### src/rtl/nastilite_reg_slice_if.sv
// NASTILite configuration-path bundle: AW, W, B, AR and R channels.
// The master drives requests and accepts responses; the slave is the mirror image.
interface nasti_if #(
  parameter int ADDR_WIDTH = 5,
  parameter int DATA_WIDTH = 64
);
  logic [ADDR_WIDTH-1:0]   aw_addr;
  logic                    aw_valid;
  logic                    aw_ready;
  logic [DATA_WIDTH-1:0]   w_data;
  logic [DATA_WIDTH/8-1:0] w_strb;
  logic                    w_valid;
  logic                    w_ready;
  logic [1:0]              b_resp;
  logic                    b_valid;
  logic                    b_ready;
  logic [ADDR_WIDTH-1:0]   ar_addr;
  logic                    ar_valid;
  logic                    ar_ready;
  logic [DATA_WIDTH-1:0]   r_data;
  logic [1:0]              r_resp;
  logic                    r_valid;
  logic                    r_ready;

  modport master (
    output aw_addr, aw_valid, input aw_ready,
    output w_data, w_strb, w_valid, input w_ready,
    input b_resp, b_valid, output b_ready,
    output ar_addr, ar_valid, input ar_ready,
    input r_data, r_resp, r_valid, output r_ready
  );

  modport slave (
    input aw_addr, aw_valid, output aw_ready,
    input w_data, w_strb, w_valid, output w_ready,
    output b_resp, b_valid, input b_ready,
    input ar_addr, ar_valid, output ar_ready,
    output r_data, r_resp, r_valid, input r_ready
  );
endinterface

### src/rtl/nastilite_reg_slice.sv
// Full register slice for the NASTILite configuration path: every channel goes
// through an independent 2-entry skid buffer so no valid/ready path is combinational.

module nastilite_skid_slice #(
  parameter int WIDTH = 8
) (
  input  logic             clk,
  input  logic             rst_n,
  input  logic             in_valid,
  output logic             in_ready,
  input  logic [WIDTH-1:0] in_data,
  output logic             out_valid,
  input  logic             out_ready,
  output logic [WIDTH-1:0] out_data
);
  // Encoding chosen so bit 0 is the main-register valid and bit 1 the skid valid.
  typedef enum logic [1:0] {
    EMPTY = 2'b00,
    ONE   = 2'b01,
    FULL  = 2'b11
  } state_t;

  state_t           state;
  state_t           state_next;
  logic [WIDTH-1:0] m_data;
  logic [WIDTH-1:0] m_data_next;
  logic [WIDTH-1:0] k_data;
  logic [WIDTH-1:0] k_data_next;
  logic             ready_q;
  logic             acc;
  logic             take;

  assign acc       = in_valid & ready_q;
  assign take      = state[0] & out_ready;
  assign out_valid = state[0];
  assign in_ready  = ready_q;
  assign out_data  = m_data;

  always_comb begin
    state_next  = state;
    m_data_next = m_data;
    k_data_next = k_data;
    case (state)
      EMPTY: begin
        if (acc) begin
          m_data_next = in_data;
          state_next  = ONE;
        end
      end
      ONE: begin
        if (acc && take) begin
          m_data_next = in_data;
        end else if (acc) begin
          k_data_next = in_data;
          state_next  = FULL;
        end else if (take) begin
          state_next  = EMPTY;
        end
      end
      FULL: begin
        if (take) begin
          m_data_next = k_data;
          state_next  = ONE;
        end
      end
      default: state_next = EMPTY;
    endcase
  end

  // ready_q resets low and tracks "skid empty" from the first edge after release.
  always_ff @(posedge clk or negedge rst_n) begin
    if (!rst_n) begin
      state   <= EMPTY;
      m_data  <= '0;
      k_data  <= '0;
      ready_q <= 1'b0;
    end else begin
      state   <= state_next;
      m_data  <= m_data_next;
      k_data  <= k_data_next;
      ready_q <= (state_next != FULL);
    end
  end
endmodule

module nastilite_reg_slice #(
  parameter int C_NASTI_ADDR_WIDTH = 5,
  parameter int C_NASTI_DATA_WIDTH = 64
) (
  input  logic    s_nastilite_clk,
  input  logic    s_nastilite_aresetn,
  nasti_if.slave  s_nastilite,
  nasti_if.master m_nastilite
);
  localparam int STRB_WIDTH = C_NASTI_DATA_WIDTH / 8;
  localparam int W_WIDTH    = C_NASTI_DATA_WIDTH + STRB_WIDTH;
  localparam int R_WIDTH    = C_NASTI_DATA_WIDTH + 2;

  logic [C_NASTI_ADDR_WIDTH-1:0] aw_out;
  logic [C_NASTI_ADDR_WIDTH-1:0] ar_out;
  logic [W_WIDTH-1:0]            w_out;
  logic [R_WIDTH-1:0]            r_out;
  logic [1:0]                    b_out;

  nastilite_skid_slice #(.WIDTH(C_NASTI_ADDR_WIDTH)) aw_slice (
    .clk       (s_nastilite_clk),
    .rst_n     (s_nastilite_aresetn),
    .in_valid  (s_nastilite.aw_valid),
    .in_ready  (s_nastilite.aw_ready),
    .in_data   (s_nastilite.aw_addr),
    .out_valid (m_nastilite.aw_valid),
    .out_ready (m_nastilite.aw_ready),
    .out_data  (aw_out)
  );

  nastilite_skid_slice #(.WIDTH(W_WIDTH)) w_slice (
    .clk       (s_nastilite_clk),
    .rst_n     (s_nastilite_aresetn),
    .in_valid  (s_nastilite.w_valid),
    .in_ready  (s_nastilite.w_ready),
    .in_data   ({s_nastilite.w_data, s_nastilite.w_strb}),
    .out_valid (m_nastilite.w_valid),
    .out_ready (m_nastilite.w_ready),
    .out_data  (w_out)
  );

  nastilite_skid_slice #(.WIDTH(C_NASTI_ADDR_WIDTH)) ar_slice (
    .clk       (s_nastilite_clk),
    .rst_n     (s_nastilite_aresetn),
    .in_valid  (s_nastilite.ar_valid),
    .in_ready  (s_nastilite.ar_ready),
    .in_data   (s_nastilite.ar_addr),
    .out_valid (m_nastilite.ar_valid),
    .out_ready (m_nastilite.ar_ready),
    .out_data  (ar_out)
  );

  // Response channels run the other way: downstream frontend in, interconnect out.
  nastilite_skid_slice #(.WIDTH(2)) b_slice (
    .clk       (s_nastilite_clk),
    .rst_n     (s_nastilite_aresetn),
    .in_valid  (m_nastilite.b_valid),
    .in_ready  (m_nastilite.b_ready),
    .in_data   (m_nastilite.b_resp),
    .out_valid (s_nastilite.b_valid),
    .out_ready (s_nastilite.b_ready),
    .out_data  (b_out)
  );

  nastilite_skid_slice #(.WIDTH(R_WIDTH)) r_slice (
    .clk       (s_nastilite_clk),
    .rst_n     (s_nastilite_aresetn),
    .in_valid  (m_nastilite.r_valid),
    .in_ready  (m_nastilite.r_ready),
    .in_data   ({m_nastilite.r_data, m_nastilite.r_resp}),
    .out_valid (s_nastilite.r_valid),
    .out_ready (s_nastilite.r_ready),
    .out_data  (r_out)
  );

  assign m_nastilite.aw_addr = aw_out;
  assign m_nastilite.ar_addr = ar_out;
  assign m_nastilite.w_data  = w_out[W_WIDTH-1:STRB_WIDTH];
  assign m_nastilite.w_strb  = w_out[STRB_WIDTH-1:0];
  assign s_nastilite.b_resp  = b_out;
  assign s_nastilite.r_data  = r_out[R_WIDTH-1:2];
  assign s_nastilite.r_resp  = r_out[1:0];
endmodule

### src/flat_wrapper.sv
// flat-port wrapper written by rule: the top's interface ports become plain ports
module nastilite_reg_slice_flat 
#(
  parameter int C_NASTI_ADDR_WIDTH = 5,
  parameter int C_NASTI_DATA_WIDTH = 64
)
  (s_nastilite_clk, s_nastilite_aresetn, s_nastilite_aw_addr, s_nastilite_aw_valid, s_nastilite_aw_ready, s_nastilite_w_data, s_nastilite_w_strb, s_nastilite_w_valid, s_nastilite_w_ready, s_nastilite_b_resp, s_nastilite_b_valid, s_nastilite_b_ready, s_nastilite_ar_addr, s_nastilite_ar_valid, s_nastilite_ar_ready, s_nastilite_r_data, s_nastilite_r_resp, s_nastilite_r_valid, s_nastilite_r_ready, m_nastilite_aw_addr, m_nastilite_aw_valid, m_nastilite_aw_ready, m_nastilite_w_data, m_nastilite_w_strb, m_nastilite_w_valid, m_nastilite_w_ready, m_nastilite_b_resp, m_nastilite_b_valid, m_nastilite_b_ready, m_nastilite_ar_addr, m_nastilite_ar_valid, m_nastilite_ar_ready, m_nastilite_r_data, m_nastilite_r_resp, m_nastilite_r_valid, m_nastilite_r_ready);
  nasti_if #(.ADDR_WIDTH(5), .DATA_WIDTH(64)) s_nastilite_i ();
  nasti_if #(.ADDR_WIDTH(5), .DATA_WIDTH(64)) m_nastilite_i ();
  input  logic s_nastilite_clk;
  input  logic s_nastilite_aresetn;
  input wire logic [$bits(s_nastilite_i.aw_addr)-1:0] s_nastilite_aw_addr;
  input wire logic [$bits(s_nastilite_i.aw_valid)-1:0] s_nastilite_aw_valid;
  output wire logic [$bits(s_nastilite_i.aw_ready)-1:0] s_nastilite_aw_ready;
  input wire logic [$bits(s_nastilite_i.w_data)-1:0] s_nastilite_w_data;
  input wire logic [$bits(s_nastilite_i.w_strb)-1:0] s_nastilite_w_strb;
  input wire logic [$bits(s_nastilite_i.w_valid)-1:0] s_nastilite_w_valid;
  output wire logic [$bits(s_nastilite_i.w_ready)-1:0] s_nastilite_w_ready;
  output wire logic [$bits(s_nastilite_i.b_resp)-1:0] s_nastilite_b_resp;
  output wire logic [$bits(s_nastilite_i.b_valid)-1:0] s_nastilite_b_valid;
  input wire logic [$bits(s_nastilite_i.b_ready)-1:0] s_nastilite_b_ready;
  input wire logic [$bits(s_nastilite_i.ar_addr)-1:0] s_nastilite_ar_addr;
  input wire logic [$bits(s_nastilite_i.ar_valid)-1:0] s_nastilite_ar_valid;
  output wire logic [$bits(s_nastilite_i.ar_ready)-1:0] s_nastilite_ar_ready;
  output wire logic [$bits(s_nastilite_i.r_data)-1:0] s_nastilite_r_data;
  output wire logic [$bits(s_nastilite_i.r_resp)-1:0] s_nastilite_r_resp;
  output wire logic [$bits(s_nastilite_i.r_valid)-1:0] s_nastilite_r_valid;
  input wire logic [$bits(s_nastilite_i.r_ready)-1:0] s_nastilite_r_ready;
  output wire logic [$bits(m_nastilite_i.aw_addr)-1:0] m_nastilite_aw_addr;
  output wire logic [$bits(m_nastilite_i.aw_valid)-1:0] m_nastilite_aw_valid;
  input wire logic [$bits(m_nastilite_i.aw_ready)-1:0] m_nastilite_aw_ready;
  output wire logic [$bits(m_nastilite_i.w_data)-1:0] m_nastilite_w_data;
  output wire logic [$bits(m_nastilite_i.w_strb)-1:0] m_nastilite_w_strb;
  output wire logic [$bits(m_nastilite_i.w_valid)-1:0] m_nastilite_w_valid;
  input wire logic [$bits(m_nastilite_i.w_ready)-1:0] m_nastilite_w_ready;
  input wire logic [$bits(m_nastilite_i.b_resp)-1:0] m_nastilite_b_resp;
  input wire logic [$bits(m_nastilite_i.b_valid)-1:0] m_nastilite_b_valid;
  output wire logic [$bits(m_nastilite_i.b_ready)-1:0] m_nastilite_b_ready;
  output wire logic [$bits(m_nastilite_i.ar_addr)-1:0] m_nastilite_ar_addr;
  output wire logic [$bits(m_nastilite_i.ar_valid)-1:0] m_nastilite_ar_valid;
  input wire logic [$bits(m_nastilite_i.ar_ready)-1:0] m_nastilite_ar_ready;
  input wire logic [$bits(m_nastilite_i.r_data)-1:0] m_nastilite_r_data;
  input wire logic [$bits(m_nastilite_i.r_resp)-1:0] m_nastilite_r_resp;
  input wire logic [$bits(m_nastilite_i.r_valid)-1:0] m_nastilite_r_valid;
  output wire logic [$bits(m_nastilite_i.r_ready)-1:0] m_nastilite_r_ready;
  assign s_nastilite_i.aw_addr = s_nastilite_aw_addr;
  assign s_nastilite_i.aw_valid = s_nastilite_aw_valid;
  assign s_nastilite_aw_ready = s_nastilite_i.aw_ready;
  assign s_nastilite_i.w_data = s_nastilite_w_data;
  assign s_nastilite_i.w_strb = s_nastilite_w_strb;
  assign s_nastilite_i.w_valid = s_nastilite_w_valid;
  assign s_nastilite_w_ready = s_nastilite_i.w_ready;
  assign s_nastilite_b_resp = s_nastilite_i.b_resp;
  assign s_nastilite_b_valid = s_nastilite_i.b_valid;
  assign s_nastilite_i.b_ready = s_nastilite_b_ready;
  assign s_nastilite_i.ar_addr = s_nastilite_ar_addr;
  assign s_nastilite_i.ar_valid = s_nastilite_ar_valid;
  assign s_nastilite_ar_ready = s_nastilite_i.ar_ready;
  assign s_nastilite_r_data = s_nastilite_i.r_data;
  assign s_nastilite_r_resp = s_nastilite_i.r_resp;
  assign s_nastilite_r_valid = s_nastilite_i.r_valid;
  assign s_nastilite_i.r_ready = s_nastilite_r_ready;
  assign m_nastilite_aw_addr = m_nastilite_i.aw_addr;
  assign m_nastilite_aw_valid = m_nastilite_i.aw_valid;
  assign m_nastilite_i.aw_ready = m_nastilite_aw_ready;
  assign m_nastilite_w_data = m_nastilite_i.w_data;
  assign m_nastilite_w_strb = m_nastilite_i.w_strb;
  assign m_nastilite_w_valid = m_nastilite_i.w_valid;
  assign m_nastilite_i.w_ready = m_nastilite_w_ready;
  assign m_nastilite_i.b_resp = m_nastilite_b_resp;
  assign m_nastilite_i.b_valid = m_nastilite_b_valid;
  assign m_nastilite_b_ready = m_nastilite_i.b_ready;
  assign m_nastilite_ar_addr = m_nastilite_i.ar_addr;
  assign m_nastilite_ar_valid = m_nastilite_i.ar_valid;
  assign m_nastilite_i.ar_ready = m_nastilite_ar_ready;
  assign m_nastilite_i.r_data = m_nastilite_r_data;
  assign m_nastilite_i.r_resp = m_nastilite_r_resp;
  assign m_nastilite_i.r_valid = m_nastilite_r_valid;
  assign m_nastilite_r_ready = m_nastilite_i.r_ready;
  nastilite_reg_slice #(.C_NASTI_ADDR_WIDTH(C_NASTI_ADDR_WIDTH), .C_NASTI_DATA_WIDTH(C_NASTI_DATA_WIDTH)) u_core (.s_nastilite_clk(s_nastilite_clk), .s_nastilite_aresetn(s_nastilite_aresetn), .s_nastilite(s_nastilite_i), .m_nastilite(m_nastilite_i));
endmodule
### config.mk
export PLATFORM = sky130hd
export DESIGN_NAME = nastilite_reg_slice_flat
export DESIGN_NICKNAME = d
export VERILOG_FILES = /design/src/rtl/nastilite_reg_slice_if.sv /design/src/rtl/nastilite_reg_slice.sv /design/src/flat_wrapper.sv
export SDC_FILE = /design/constraint.sdc
export NUM_CORES = 1
export LEC_CHECK = 0
export CORE_MARGIN = 1.5
export CORE_UTILIZATION = 35
export CTS_CLUSTER_SIZE = 14
export DETAILED_ROUTE_END_ITERATION = 8
export PLACE_DENSITY_LB_ADDON = 0.3
export SYNTH_ARGS = -nofsm -noshare
export SYNTH_HDL_FRONTEND = slang
export SYNTH_SLANG_ARGS = --single-unit
### constraint.sdc
create_clock -name s_nastilite_clk -period 2.7 [get_ports s_nastilite_clk]
set_clock_uncertainty 0.15 [all_clocks]
set_input_delay 0.54 -clock s_nastilite_clk [delete_from_list [all_inputs] [get_ports s_nastilite_clk]]
set_output_delay 0.54 -clock s_nastilite_clk [all_outputs]
set_load 0.005 [all_outputs]
==> flow_summary.yaml <==
status:
  status: "complete, no violations"
finish:
  nNetsFinal: 1615
  stdcell_area_um2: 20000
  fin_cells: 1989
  drive_above_1_share_pct: 22.2
  fillCellCount: 3621
  syn2layout_area_growth_pct: 35.9
clocking:
  h-tree-depth: 2
  tritoncts: "done"
  cts_made_buffers: 37
  clock_path_buffers: 3
  clk_pin_slew_ns: 0.06
  clock-sinks: 315
  cts_setup_buffers: 0
  clk_latency_ns: 0.53
  cts_resized: 0
  cts_root_buffer: "clkbuf_16"
critical_path:
  worst-path-buf-inv: 1
  end_kind: "primary output"
  slowest_delay_ns: 0.60
  critPathTopFamily: "buffers and inverters"
  critical_path_peak_fanout: 8
  worstPathCellList: "clkdlybuf4s50_1"
  crit_slowest_cell: "clkdlybuf4s50_1"
  worstSetupPathType: "flip-flop to primary output"
  cp.arrival_ns: 1.67
  required_ns: 2.01
  start_kind: "flip-flop"
place:
  dpl_cell_area_um2: 18700
  dp_hpwl_um: 24900
  globalplace.congestion: 0.769
  port_buffers: 321
  dp_cells: 1921
synth:
  yosysWarnings: 0
  ys_types: 34
  synth_edf_count: 0
  yosysMostFrequentCell: "dfrtp_1"
  yosys_most_used_dff: "dfrtp_1"
  synth_top_area_share_pct: 53.7
  synth_area_um2: 14700
  ys_seq_area_share_pct: 53.7
  yosys.area.top_type: "dfrtp_1"
  ys_ff_latch: 315
  ys_top_cells_by_area: "dfrtp_1, mux2_2, mux2i_1, a21oi_4, a21oi_1"
  syn_area_per_cell_um2: 13.2
  synthCells: 1109
  async_reset_ff_share_pct: 100
  synth_common_cells: "dfrtp_1, a21oi_1, mux2_2, mux2i_1, a21oi_4"
  syn-num-nets: 1295
power:
  ir_drop_uv: 625
  p_switching_mw: 9.21
  clockPowerShare_pct: 19.1
  p_per_area_nw_per_um2: 1300
  p_int_mw: 16.8
  combPwrFrac_pct: 48.0
  p_seq_share_pct: 32.9
  power.total_mw: 26.0
  p_leak_nw: 7.78
  power_switching_share_pct: 35.4
job:
  maxCapViolCount: 0
timing:
  fin_tns_setup_ns: 0
  setup_viol: 0
  drv_slew: 0
  tightest_slew_ns: 0.622
  relSlewSlack_pct: 58.5
  fin_hold_ws_ns: 0.333
  fmax_mhz: 424
  rsz0062_at_grt: "false"
  min_period_ns: 2.36
  finalCritPeriodShare_pct: 87.4
  hold_viol: 0
global_route:
  track_usage_pct: 17.4
  grt_pass1_vias: 10600
  grt_start_max_net_pins: 74
  antenna_found_initial: 6
  grt_first_pass_wirelength_um: 60100
  gr-total-overflow: 0
detailed_routing:
  viasPerCell: 5.01
  drt-initial-drc-count: 496
  ant_nets: 0
  drt-total-wl_um: 37400
  firstDrtPassIters: 4
  drc: 0
  vias: 9964
  wl_per_cell_um: 18.8
floorplanning:
  fp-row-count: 74
  die_x_um: 208
  chipHeight_um: 208
  die-area_um2: 43200
  num_io_pins: 322
  initial_utilization_pct: 35.7
  core_area_um2: 41100
min_path:
  hold_class: "primary input to asynchronous set/reset pin"
## placed cells by master, fill, tap and decap left out, types with 3 or more instances in the layout
master and n:
and2_1 3, mux2_2 150, buf_12 26, clkbuf_1 13, a41oi_1 3, a211oi_1 4, a21oi_1 207, maj3_1 4
a22o_1 4, nand3_1 3, nand2b_1 3, clkdlybuf4s50_1 320, nor3_1 5, or2_2 3, o21ai_0 27, nor2b_1 3
and2_4 3, mux2i_1 150, clkbuf_16 39, dfrtp_1 315, bufinv_16 3, inv_1 13, a21oi_4 70, buf_4 10
ha_1 22, nand2_1 13, nor2_1 11, diode_2 3, clkbuf_8 5, clkinv_2 3
## flip-flops by register name (all words and copies together), names as in the netlist
register,flops
u_core.aw_slice.in_ready,1
u_core.b_slice.k_data,2
u_core.r_slice.out_data,66
u_core.b_slice.in_ready,1
u_core.w_slice.state,2
u_core.r_slice.in_ready,1
u_core.ar_slice.out_data,5
u_core.r_slice.state,2
u_core.w_slice.in_ready,1
u_core.w_slice.k_data,72
u_core.aw_slice.k_data,5
u_core.ar_slice.state,2
u_core.ar_slice.in_ready,1
u_core.ar_slice.k_data,5
u_core.w_slice.out_data,72
u_core.b_slice.state,2
u_core.aw_slice.out_data,5
u_core.b_slice.out_data,2
u_core.r_slice.k_data,66
u_core.aw_slice.state,2
## final timing paths
kind	slack, ns	to	cells past startpoint	start
max in group asynchronous	1.29	u_core.r_slice.out_data[45]	3	s_nastilite_aresetn
hold reg to reg	0.35	u_core.w_slice.k_data[54]	1	u_core.w_slice.k_data[54]
setup reg to reg	0.47	u_core.w_slice.out_data[4]	7	u_core.w_slice.state[0]
min in group s_nastilite_clk	0.35	u_core.w_slice.k_data[54]	1	u_core.w_slice.k_data[54]
hold / removal	0.33	u_core.r_slice.out_data[11]	2	s_nastilite_aresetn
setup / recovery	0.34	m_nastilite_w_valid	1	u_core.w_slice.state[0]
## layer usage
layer | part of all wire, % | wire length (um) | track usage, %
met5 | 0.11 | 40 | 0
met4 | 3.1 | 1150 | 7.25
met3 | 5.1 | 1900 | 4.04
met2 | 50 | 18600 | 29.7
met1 | 42 | 15700 | 21.1
## repair_timing
action	in CTS	in global routing
setup endpoints to repair	0	0
endpoints found under the hold margin	30	0
hold buffers	1	0
## layout make-up
class	instances	area, um^2	share of cell area, %
Antenna cell	3	7.51	0.0376
Clock buffer	57	1090	5.48
Clock inverter	7	114	0.570
Inverter	13	48.8	0.244
Multi-Input combinational cell	704	6330	31.7
Sequential cell	315	7880	39.5
Tap cell	532	666	3.33
Timing Repair Buffer	358	3820	19.1
## metrics by stage
stage	setup WS [ns]	utilization (%)
detailed placement	0.231	45.6
CTS	0.273	48.6
floorplan	0.750	-
global placement	0.224	45.6
global route	0.270	48.6
finish	0.340	48.6
## power by group through the flow
| stage | Clock [mW] | Sequential [mW] | Combinational (mW) |
|---|---|---|---|
| after detailed placement | 0 | 8.61 | 12.6 |
| after global routing | 5.35 | 8.86 | 13.5 |
| after CTS | 5.18 | 8.57 | 12.7 |
| after global placement | 0 | 8.53 | 12.4 |
| after floorplan | 0 | 8.39 | 7.66 |
| final | 4.98 | 8.57 | 12.5 |
## logic make-up (layout without fill, tap and decap cells)
| kind of cell | count (synthesis) | count (layout) | share of synthesized area [%] |
|---|---|---|---|
| buffers and inverters | 90 | 435 | 3.62 |
| DFF | 315 | 315 | 53.7 |
| muxes | 300 | 300 | 21.7 |
| AOI/OAI and AO/OA | 326 | 326 | 17.0 |
| adders and majority gates | 28 | 28 | 2.32 |
| and+or+nand+nor | 50 | 50 | 1.69 |
| other | 0 | 3 | 0 |
(Power assumes the default switching activity.)
